--- config.mk ---
export PLATFORM = sky130hd
export DESIGN_NAME = dmem_lsu
export DESIGN_NICKNAME = d
export VERILOG_FILES = /design/src/rtl/lsu_pkg.sv /design/src/rtl/load_align.sv /design/src/rtl/dmem_lsu.sv
export SDC_FILE = /design/constraint.sdc
export NUM_CORES = 1
export LEC_CHECK = 0
export CAP_MARGIN = 40
export CORE_AREA = 2 2 105 107
export DETAILED_ROUTE_END_ITERATION = 10
export DIE_AREA = 0 0 107 109
export GPL_ROUTABILITY_DRIVEN = 1
export HOLD_SLACK_MARGIN = 0.12
export MAX_ROUTING_LAYER = met4
export PLACE_DENSITY = 0.85
export SYNTH_ARGS = -nofsm -noshare
export SYNTH_HDL_FRONTEND = slang
export SYNTH_HIERARCHICAL = 1
export SYNTH_SLANG_ARGS = --single-unit
--- constraint.sdc ---
create_clock -name clk -period 3.6 [get_ports clk]
set_clock_uncertainty 0.1 [all_clocks]
set_input_delay 0.54 -clock clk [delete_from_list [all_inputs] [get_ports clk]]
set_output_delay 0.54 -clock clk [all_outputs]
set_load 0.02 [all_outputs]
--- src/rtl/lsu_pkg.sv ---
// Shared definitions for the data-memory load/store unit.
//   SZ_*      : sizeM access-size encodings (2'b11 behaves as a word)
//   state_t   : load/store unit FSM states
//   store_*() : store lane replication and byte-enable generation
package lsu_pkg;

    localparam logic [1:0] SZ_BYTE = 2'b00;
    localparam logic [1:0] SZ_HALF = 2'b01;
    localparam logic [1:0] SZ_WORD = 2'b10;

    typedef enum logic [1:0] {
        ST_IDLE = 2'd0,
        ST_BUSY = 2'd1,
        ST_DONE = 2'd2
    } state_t;

    // Replicate the store operand across every lane it may land in.
    function automatic logic [31:0] store_data(input logic [1:0] size, input logic [31:0] wdata);
        case (size)
            SZ_BYTE: return {4{wdata[7:0]}};
            SZ_HALF: return {2{wdata[15:0]}};
            default: return wdata;
        endcase
    endfunction

    // Byte enables for the lanes actually written.
    function automatic logic [3:0] store_strb(input logic [1:0] size, input logic [1:0] off);
        case (size)
            SZ_BYTE: return 4'b0001 << off;
            SZ_HALF: return off[1] ? 4'b1100 : 4'b0011;
            default: return 4'b1111;
        endcase
    endfunction

endpackage

--- src/rtl/load_align.sv ---
// Load lane extraction and sign/zero extension (combinational).
//   rdata  : raw 32-bit word from memory
//   off    : byte offset of the access within the word
//   size   : access size (lsu_pkg SZ_* encoding)
//   zext   : 1 = zero-extend, 0 = sign-extend
//   data_c : formatted load result
module load_align
    import lsu_pkg::*;
(
    input  logic [31:0] rdata,
    input  logic [1:0]  off,
    input  logic [1:0]  size,
    input  logic        zext,
    output logic [31:0] data_c
);

    logic [7:0]  byte_sel;
    logic [15:0] half_sel;

    // Byte lane from off[1:0], half lane from off[1].
    always_comb begin
        byte_sel = rdata[7:0];
        case (off)
            2'd0:    byte_sel = rdata[7:0];
            2'd1:    byte_sel = rdata[15:8];
            2'd2:    byte_sel = rdata[23:16];
            default: byte_sel = rdata[31:24];
        endcase
        half_sel = off[1] ? rdata[31:16] : rdata[15:0];
    end

    always_comb begin
        data_c = rdata;
        case (size)
            SZ_BYTE: data_c = {{24{~zext & byte_sel[7]}}, byte_sel};
            SZ_HALF: data_c = {{16{~zext & half_sel[15]}}, half_sel};
            default: data_c = rdata;
        endcase
    end

endmodule

--- src/rtl/dmem_lsu.sv ---
// M-stage data-memory load/store unit: issues one registered memory request
// per access, stalls the pipeline until the access completes, formats loads.
// Optional macro DMEM_ALIGN_CHECK_EN: misaligned half/word accesses are
// dropped and flagged on misalignM instead of being issued.
//   clk, rst            : clock, synchronous active-high reset
//   memreadM/memwriteM  : load/store request (write wins if both)
//   sizeM, unsignedM    : access size, load extension mode
//   addrM, wdataM       : byte address, store data
//   readdataM           : registered load result, updated on load completion
//   stallM              : combinational pipeline hold
//   misalignM           : one-cycle misaligned-access flag
//   mem_*               : registered memory request, completed by mem_ack
module dmem_lsu
    import lsu_pkg::*;
#(
    parameter int unsigned ADDR_W = 32,
    parameter int unsigned DATA_W = 32
) (
    input  logic              clk,
    input  logic              rst,
    input  logic              memreadM,
    input  logic              memwriteM,
    input  logic [1:0]        sizeM,
    input  logic              unsignedM,
    input  logic [ADDR_W-1:0] addrM,
    input  logic [DATA_W-1:0] wdataM,
    output logic [DATA_W-1:0] readdataM,
    output logic              stallM,
    output logic              misalignM,
    output logic              mem_req,
    output logic              mem_we,
    output logic [ADDR_W-1:0] mem_addr,
    output logic [DATA_W-1:0] mem_wdata,
    output logic [3:0]        mem_wstrb,
    input  logic              mem_ack,
    input  logic [DATA_W-1:0] mem_rdata
);

    state_t             state, state_nxt;
    logic               req_nxt, we_nxt, mis_nxt;
    logic [ADDR_W-1:0]  addr_nxt;
    logic [DATA_W-1:0]  wdata_nxt, rdata_nxt;
    logic [3:0]         wstrb_nxt;
    logic [1:0]         ld_off, ld_off_nxt, ld_size, ld_size_nxt;
    logic               ld_zext, ld_zext_nxt;
    logic               misaligned_c, access_c;
    logic [DATA_W-1:0]  align_data_c;

`ifdef DMEM_ALIGN_CHECK_EN
    assign misaligned_c = (memreadM | memwriteM) &
                          (((sizeM == SZ_HALF) & addrM[0]) | (sizeM[1] & (addrM[1:0] != 2'b00)));
`else
    assign misaligned_c = 1'b0;
`endif

    assign access_c = (memreadM | memwriteM) & ~misaligned_c;
    assign stallM   = access_c & (state != ST_DONE);

    // Load formatting uses the offset/size captured at issue.
    load_align u_load_align (
        .rdata  (mem_rdata),
        .off    (ld_off),
        .size   (ld_size),
        .zext   (ld_zext),
        .data_c (align_data_c)
    );

    // Next state and next values of every registered output.
    always_comb begin
        state_nxt   = state;
        req_nxt     = mem_req;
        we_nxt      = mem_we;
        addr_nxt    = mem_addr;
        wdata_nxt   = mem_wdata;
        wstrb_nxt   = mem_wstrb;
        rdata_nxt   = readdataM;
        ld_off_nxt  = ld_off;
        ld_size_nxt = ld_size;
        ld_zext_nxt = ld_zext;
        mis_nxt     = 1'b0;
        case (state)
            ST_IDLE: begin
                mis_nxt = misaligned_c;
                if (access_c) begin
                    state_nxt   = ST_BUSY;
                    req_nxt     = 1'b1;
                    we_nxt      = memwriteM;
                    addr_nxt    = {addrM[ADDR_W-1:2], 2'b00};
                    wdata_nxt   = memwriteM ? store_data(sizeM, wdataM) : '0;
                    wstrb_nxt   = memwriteM ? store_strb(sizeM, addrM[1:0]) : 4'b0000;
                    ld_off_nxt  = addrM[1:0];
                    ld_size_nxt = sizeM;
                    ld_zext_nxt = unsignedM;
                end
            end
            ST_BUSY: begin
                if (mem_ack) begin
                    state_nxt = ST_DONE;
                    req_nxt   = 1'b0;
                    we_nxt    = 1'b0;
                    addr_nxt  = '0;
                    wdata_nxt = '0;
                    wstrb_nxt = 4'b0000;
                    if (!mem_we) begin
                        rdata_nxt = align_data_c;
                    end
                end
            end
            ST_DONE: state_nxt = ST_IDLE;
            default: state_nxt = ST_IDLE;
        endcase
    end

    // State and output registers.
    always_ff @(posedge clk) begin
        if (rst) begin
            state     <= ST_IDLE;
            mem_req   <= 1'b0;
            mem_we    <= 1'b0;
            mem_addr  <= '0;
            mem_wdata <= '0;
            mem_wstrb <= 4'b0000;
            readdataM <= '0;
            misalignM <= 1'b0;
            ld_off    <= 2'b00;
            ld_size   <= 2'b00;
            ld_zext   <= 1'b0;
        end else begin
            state     <= state_nxt;
            mem_req   <= req_nxt;
            mem_we    <= we_nxt;
            mem_addr  <= addr_nxt;
            mem_wdata <= wdata_nxt;
            mem_wstrb <= wstrb_nxt;
            readdataM <= rdata_nxt;
            misalignM <= mis_nxt;
            ld_off    <= ld_off_nxt;
            ld_size   <= ld_size_nxt;
            ld_zext   <= ld_zext_nxt;
        end
    end

endmodule
# After elaboration in Yosys (flattened, before gate mapping)
# Index checks and enable logic that the tools add are counted.
[word_totals]
input_bits = 104
out_inout_bits = 104
reg_bits = 109
wordCells = 58
[classes]
reduce_logical = 9
n_eq_ne = 8
muxes = 24
bitwise = 6
n_shift = 1
[ops]
columns = ["cell", "count"]
rows = [
  ["one-hot mux 32 bit (2 select lines)", 4],
  ["two-way mux 32 bit", 4],
  ["one-hot mux 8 bit (3 select lines)", 1],
  ["two-way mux 16 bit", 1],
  ["two-way mux 4 bit", 4],
  ["one-hot mux 4 bit (2 select lines)", 2],
  ["== test 2 x 1 -> 1 bit (second input constant)", 4],
  ["zero test 2 bit", 4],
  ["!= test 2 bit (second input constant)", 3],
  ["AND reduction 3 bit", 2],
  ["two-way mux 2 bit", 2],
  ["one-hot mux 1 bit (2 select lines)", 2],
  ["one-hot mux 2 bit (2 select lines)", 1],
  ["AND reduction 2 bit", 2],
  ["<< shifter 1 x 2 -> 4 bit (first input constant)", 1],
  ["AND 1 bit", 3],
  ["two-way mux 1 bit", 3],
  ["== test 2 bit (second input constant)", 1],
  ["inverter 1 bit", 2],
  ["nonzero test 2 bit", 1],
  ["OR 1 bit", 1],
]

# Depth between registers and ports, before layout
# Gate-level depths: netlist of run 1.
[logic_depth]
depth_word = 5
mapped_depth = 9
depth_no_buf = 5

# Cells and area by module
# Netlist of run 1, hierarchy kept.
[by_module_without_submodules]
columns = ["module", "area_per_inst_um2", "instances", "seq_area_each_um2", "cells_per_inst"]
rows = [
  ["dmem_lsu", 3906.2, 1, 2142.1, 392],
  ["load_align", 845.8, 1, 0.0, 115],
]

# Least setup slack after synthesis of run 1
# Ideal clock, no wire load.
[synth_path]
path_type = "input to register"
start = "input port mem_rdata[31]"
end = "register readdataM[7]"
t_required_ps = 3368
t_arrival_ps = 1553
n_path_buf = 1
setup_ps = 132
path_slack_ps = 1814
cell_stages = 6
cell_sequence = "mux2_2 > a32oi_2 > buf_4 > o211ai_1 > nand2_1 > a21oi_1"
[synth_via]
elab_chain_len = 2
[synth_lines]
columns = ["item", "line", "source"]
rows = [
  ["start: declaration", "dmem_lsu.sv:36", "input logic [DATA_W-1:0] mem_rdata"],
  ["one-hot mux 8 bit (3 select lines)", "load_align.sv:23", "case (off)"],
  ["one-hot mux 32 bit (2 select lines)", "load_align.sv:34", "case (size)"],
  ["via align_data_c[7]", "dmem_lsu.sv:47", "logic [DATA_W-1:0] align_data_c;"],
  ["end signal: assignment", "dmem_lsu.sv:135", "readdataM <= rdata_nxt;"],
  ["end: declaration", "dmem_lsu.sv:27", "output logic [DATA_W-1:0] readdataM,"],
]
# The timed path passes the listed nets, and every way through them passes these cells.
# A chain may end at the register's enable or synchronous reset.

# Final worst setup path of run 1
[layout_path]
start = "input port memwriteM"
end = "output port stallM"
[layout_via]
elab_chain_len = 2
[layout_lines]
columns = ["item", "line", "source"]
rows = [
  ["start: declaration", "dmem_lsu.sv:22", "input logic memwriteM,"],
  ["OR 1 bit", "dmem_lsu.sv:56", "assign access_c = (memreadM | memwriteM) & ~misaligned_c;"],
  ["AND 1 bit", "dmem_lsu.sv:57", "assign stallM = access_c & (state != ST_DONE);"],
  ["end: declaration", "dmem_lsu.sv:28", "output logic stallM,"],
]
# No other way between the ends.

==> run metrics, run 1 <==
RSZ-0062 raised after global routing=false; gpl congestion=0.868; minimum hold slack=0.357 ns; Die Width=107 um; placed cell count=815; register bit total from synthesis=107; Syn Area/Cell=9.37 um2; worst vdd ir=281 uV; final std cells w/o fill=831; most common cell in the synthesized netlist=dfxtp_1; CTS-repair resized insts=0; largest net degree at the start of global routing=68; Core Area=10600 um2; cts hold-fix bufs=0; Core Rows=38; final hold violations=0; clk_lat worst skew=0.37 ns; crit share post-route=73.7%; WP data arrival=2.01 ns; Worst Max-Slew Pin Slew=0.843 ns; cts bufs inserted=9; pwr dens=404 nW/um2; Max Fclk=0.377 GHz; top cells by area, synth=dfxtp_1 (45%), a22o_1 (7.4%), nand2_1 (7.3%); most frequent cells after synthesis=dfxtp_1 (107), nand2_1 (92), a21oi_1 (42); Overflow after GRT=0; Boundary Pins=208; Worst Setup Start Kind=input port; routing usage on met3=6.10%; max cap viols=0; outcome=completed; Initial Utilization=44.8%; IO Port Bufs=204; vias in the first global route=4419; H-tree depth=3; DR pass1 iterations=4; Worst EP required=2.96 ns; GR Layer Usage met1=30.1%; Clock Root Buffer=clkbuf_8; fillers=833; min cycle time layout=2.65 ns; crit path capture type=primary output; hpwl dp=10500 um; global route hottest layer=met2; Synth async-reset ratio=0%; Final Power=2840 uW; Hold Path Class=register to register; Die Area=11700 um2; Setup CP Type=input port to primary output; CTS clk-pin slew, worst paths=0.10 ns; first-pass GRT wire length=22300 um; Antenna Diode Count=0; Post-Layout Inst Area=7030 um2; vias=4523; DR vias/cell=5.44; DR WL/cell=17.3 um; Critical Path Fanout Max=7; initial antenna violation count=0; synthesized cell area=4750 um2; clk sink count=107; cell count after synthesis=507; Pleak=0.00256 uW; Area Growth Syn to Fin=47.9%; Slew Viols, Final=0; placed inst area=6830 um2; CTS tree=yes; sequential fraction of the synthesis area=45.1%; share of layout cells above drive strength 1=7.09%; Final ANT Viol Nets=0; Post-synth top flop=dfxtp_1; total track usage=25.2%; worst-case clock buffer depth=2; YS warnings=6; Post-synth EDFFs=0; initial DRC count=259; post-CTS setup buffers=0; post-synth top area share=45.1%; Max transition margin=43.7%; die height=109 um; Setup Viol. Count Final=0; final wirelength=14300 um; Post-Route Setup TNS=0 ns; met2 GRT Util=41.6%; DRC Markers=0; Post-layout nets=790; Cell variety after synth=40; area leader, netlist=dfxtp_1
## where the power goes
| part | total (uW) | internal (uW) | switching, uW |
|---|---|---|---|
| registers | 1310 | 1260 | 47.5 |
| logic | 760 | 382 | 378 |
| clock network | 766 | 331 | 435 |
| total | 2840 | 1980 | 861 |
## logic make-up after synthesis
group	after synthesis	synth area share [%]
AOI/OAI and AO/OA	167	28.2
buffers and inverters	57	6.45
DFF	107	45.1
muxes	28	5.98
other	1	0.0789
and+or+nand+nor	147	14.2
## registers in the layout, indices dropped and copies added (netlist names)
| signal | flops |
|---|---|
| ld_off | 2 |
| mem_addr | 30 |
| ld_size | 2 |
| readdataM | 32 |
| ld_zext | 1 |
| mem_wstrb | 4 |
| mem_wdata | 32 |
| mem_req | 1 |
| state | 2 |
| mem_we | 1 |
## final timing paths
check                        startpoint                          to  slack [ns]  cells past startpoint
max reg2reg     ld_size[1]$_SDFFE_PP0P_  readdataM[20]$_SDFFE_PP0P_        1.22                      8
max                           memwriteM                      stallM        0.95                      4
min          readdataM[14]$_SDFFE_PP0P_  readdataM[14]$_SDFFE_PP0P_        0.36                      2
min reg2reg  readdataM[14]$_SDFFE_PP0P_  readdataM[14]$_SDFFE_PP0P_        0.36                      2
## stage by stage
stage                     setup slack, ns  util, %
after floorplan                      1.81        -
after global placement              0.941     64.1
after detailed placement            0.854     64.4
after CTS                           0.941     66.3
after global routing                0.852     66.3
final                               0.946     66.3
## critical path, stage by stage
cell and delay, ns:
clkdlybuf4s50_1 0.46, nor2_1 0.35, a21oi_1 0.10, clkdlybuf4s50_1 0.56
## cell type report
class / instances / area [um2] / share of cell area (%)
sequential: 107 / 2140 / 30.5
clock inverter: 6 / 73.8 / 1.05
multi-input combinational: 345 / 2330 / 33.2
inverter: 5 / 18.8 / 0.267
timing repair buffer: 218 / 2160 / 30.8
clock buffer: 10 / 128 / 1.82
tap: 140 / 175 / 2.49
## cells in the final DEF, fill, tap and decap left out, drive strengths merged, types with 9 or more instances in the layout
master           n
nand2b          16
clkdlybuf4s50  204
a32o            14
mux2i           25
nand2           92
dfxtp          107
o211ai          17
clkbuf          10
o2bb2ai         12
a22o            40
nor2b           16
buf             14
a22oi            9
a21oi           42
## layer usage
metal  part of all wire, %  wire length, um
met5                     0                0
met4                   1.5              221
met3                   8.4             1200
met2                    48             6930
met1                    42             5990
No activity file was read; power rests on OpenSTA's default activity.
==> run 2, diff against run 1 <==
--- a/config.mk
+++ b/config.mk
@@ -6,13 +6,13 @@
 export NUM_CORES = 1
 export LEC_CHECK = 0
 export CAP_MARGIN = 40
-export CORE_AREA = 2 2 105 107
+export CORE_AREA = 2 2 110 112
 export DETAILED_ROUTE_END_ITERATION = 10
-export DIE_AREA = 0 0 107 109
+export DIE_AREA = 0 0 112 114
 export GPL_ROUTABILITY_DRIVEN = 1
 export HOLD_SLACK_MARGIN = 0.12
 export MAX_ROUTING_LAYER = met4
-export PLACE_DENSITY = 0.85
+export PLACE_DENSITY = 0.79
 export SYNTH_ARGS = -nofsm -noshare
 export SYNTH_HDL_FRONTEND = slang
 export SYNTH_HIERARCHICAL = 1
==> constraint.sdc (replaced) <==
create_clock -name clk -period 2.51 [get_ports clk]
set_clock_uncertainty 0.1 [all_clocks]
set_input_delay 0.3765 -clock clk [delete_from_list [all_inputs] [get_ports clk]]
set_output_delay 0.3765 -clock clk [all_outputs]
set_load 0.02 [all_outputs]
==> run 2 against run 1 <==
Net effect:
- wire length up 4.8%
- sequential power up 44%
- global-route usage down 1.7 points
- clock-buffer cell count down 1
- clock power up 78%
- total power up 53%
- final cell count up 1.4%
- register-to-register slack worse by 0.77 ns
- first-iteration DRC count down 7.3%
- setup slack worse by 0.77 ns
- final area up 1.8%
- non-clock buffer count up 5
- critical endpoint unchanged
- largest power group unchanged
- highest routed layer unchanged
==> run metrics, run 2 (synthesis results as in run 1) <==
Core Area=11700 um2 (+10%); switching share of total power=29.7% (-0.69 points); Comb pwr share=25.3% (-1.5 points); most frequent cells in the layout=clkdlybuf4s50_1 (204), dfxtp_1 (107), nand2_1 (92); die height=114 um (+4.6%); vias in the first global route=4573 (+3.5%); crit share post-route=92.9%; Setup CP Type=input port to primary output; Switch Pwr=1290 uW (+50%); Core Rows=40 (+5.3%); Overflow after GRT=0 (unchanged); largest net degree at the start of global routing=40 (-41%); fillers=1006 (+21%); outcome=completed; first-pass GRT wire length=23300 um (+4.1%); worst-case clock buffer depth=2 (unchanged); Setup Viol. Count Final=0 (unchanged); final hold violations=0 (unchanged); Largest regs=mem_wdata (32), readdataM (32), mem_addr (30); DRC Markers=0 (unchanged); DR vias/cell=5.44 (about the same); IO Port Bufs=204 (unchanged); clk_lat worst skew=0.34 ns (-0.03 ns); Clock Root Buffer=clkbuf_16; RSZ-0062 raised after global routing=false; pwr dens=607 nW/um2 (+50%); Boundary Pins=208 (unchanged); Worst EP required=2.03 ns (-0.93 ns); post-CTS setup buffers=0 (unchanged); Final Power=4340 uW (+53%); min cycle time layout=2.33 ns; minimum hold slack=0.359 ns (+0.00179 ns); crit path capture type=primary output; Post-layout nets=795 (+0.63%); initial antenna violation count=0 (unchanged); CTS clk-pin slew, worst paths=0.07 ns (-0.03 ns); max cap viols=0 (unchanged); Initial Utilization=40.6% (-4.2 points); vias=4588 (+1.4%); cts hold-fix bufs=0 (unchanged); Hold Path Class=register to register; Max transition margin=49.2% (+5.5 points); placed inst area=6870 um2 (+0.64%); share of layout cells above drive strength 1=8.05% (+0.95 points); Die Width=112 um (+4.7%); placed cell count=827 (+1.5%); Max Fclk=0.429 GHz; cts bufs inserted=9 (unchanged); Antenna Diode Count=0 (unchanged); Post-Layout Inst Area=7160 um2 (+1.8%); Die Area=12800 um2 (+9.5%); Worst Setup Start Kind=input port; Critical Path Fanout Max=7 (unchanged); Pint=3060 uW (+55%); Slew Viols, Final=0 (unchanged); CTS-repair resized insts=0 (unchanged); Final ANT Viol Nets=0 (unchanged); hpwl dp=11100 um (+4.9%); Pleak=0.00263 uW (+2.6%); Area Growth Syn to Fin=50.7%; Post-Route Setup TNS=0 ns (unchanged); initial DRC count=240 (-7.3%); gpl congestion=0.839 (-3.3%); most common cell after layout, fill and taps aside=clkdlybuf4s50_1; clk sink count=107 (unchanged); DR WL/cell=17.8 um (+3.3%); H-tree depth=3 (unchanged); CTS tree=yes; final wirelength=15000 um (+4.8%); Worst Max-Slew Pin Slew=0.763 ns (-0.0802 ns); register area=2140 um2 (unchanged); final std cells w/o fill=843 (+1.4%); multi-input logic area=2330 um2 (+0.11%); clock network fraction of total power=31.3% (+4.3 points); total track usage=23.5% (-1.7 points); WP data arrival=1.85 ns (-0.16 ns); worst vdd ir=341 uV (+21%); part of the power in registers=43.4% (-2.8 points); DR pass1 iterations=4 (unchanged)
run 2: path summary, 6_finish.rpt:
check	start	slack (ns)	cells after the start	to
max	memwriteM	0.18	4	stallM
min	readdataM[12]$_SDFFE_PP0P_	0.36	2	readdataM[12]$_SDFFE_PP0P_
max reg2reg	ld_size[1]$_SDFFE_PP0P_	0.45	5	readdataM[30]$_SDFFE_PP0P_
min reg2reg	readdataM[12]$_SDFFE_PP0P_	0.36	2	readdataM[12]$_SDFFE_PP0P_
run 2: per-stage QoR:
stage          setup WS [ns]  utilization [%]
2_1_floorplan          0.729                -
3_3_place_gp           0.161             58.7
3_5_place_dp          0.0965             58.7
4_1_cts               0.0872             61.1
5_1_grt                0.119             61.1
6_report               0.179             61.1
run 2: worst max-delay path, stage by stage:
cell,delay (ns)
clkdlybuf4s50_1,0.56
nor2_2,0.12
a21oi_1,0.16
clkdlybuf4s50_1,0.63
run 2: final cells by class:
type                    instances  area share (%)
multi-input cells             345            32.6
inverters                       5           0.262
clock inverters                 7           0.821
flip-flops and latches        107            29.9
clock buffers                   9            3.15
repair buffers                223            30.7
well taps                     147            2.57
run 2: power groups by stage:
| stage | registers [uW] | logic [uW] | clock network, uW |
|---|---|---|---|
| floorplan | 2030 | 479 | 0 |
| global placement | 1920 | 1080 | 0 |
| detailed placement | 1920 | 1100 | 0 |
| CTS | 1890 | 1100 | 1400 |
| global route | 1900 | 1170 | 1460 |
| finish | 1880 | 1100 | 1360 |
run 2: per-layer routing:
layer	wire, um	track usage [%]
met1	6120	27.3
met2	7270	38.9
met3	1390	7.76
met4	244	7.07
met5	0	-
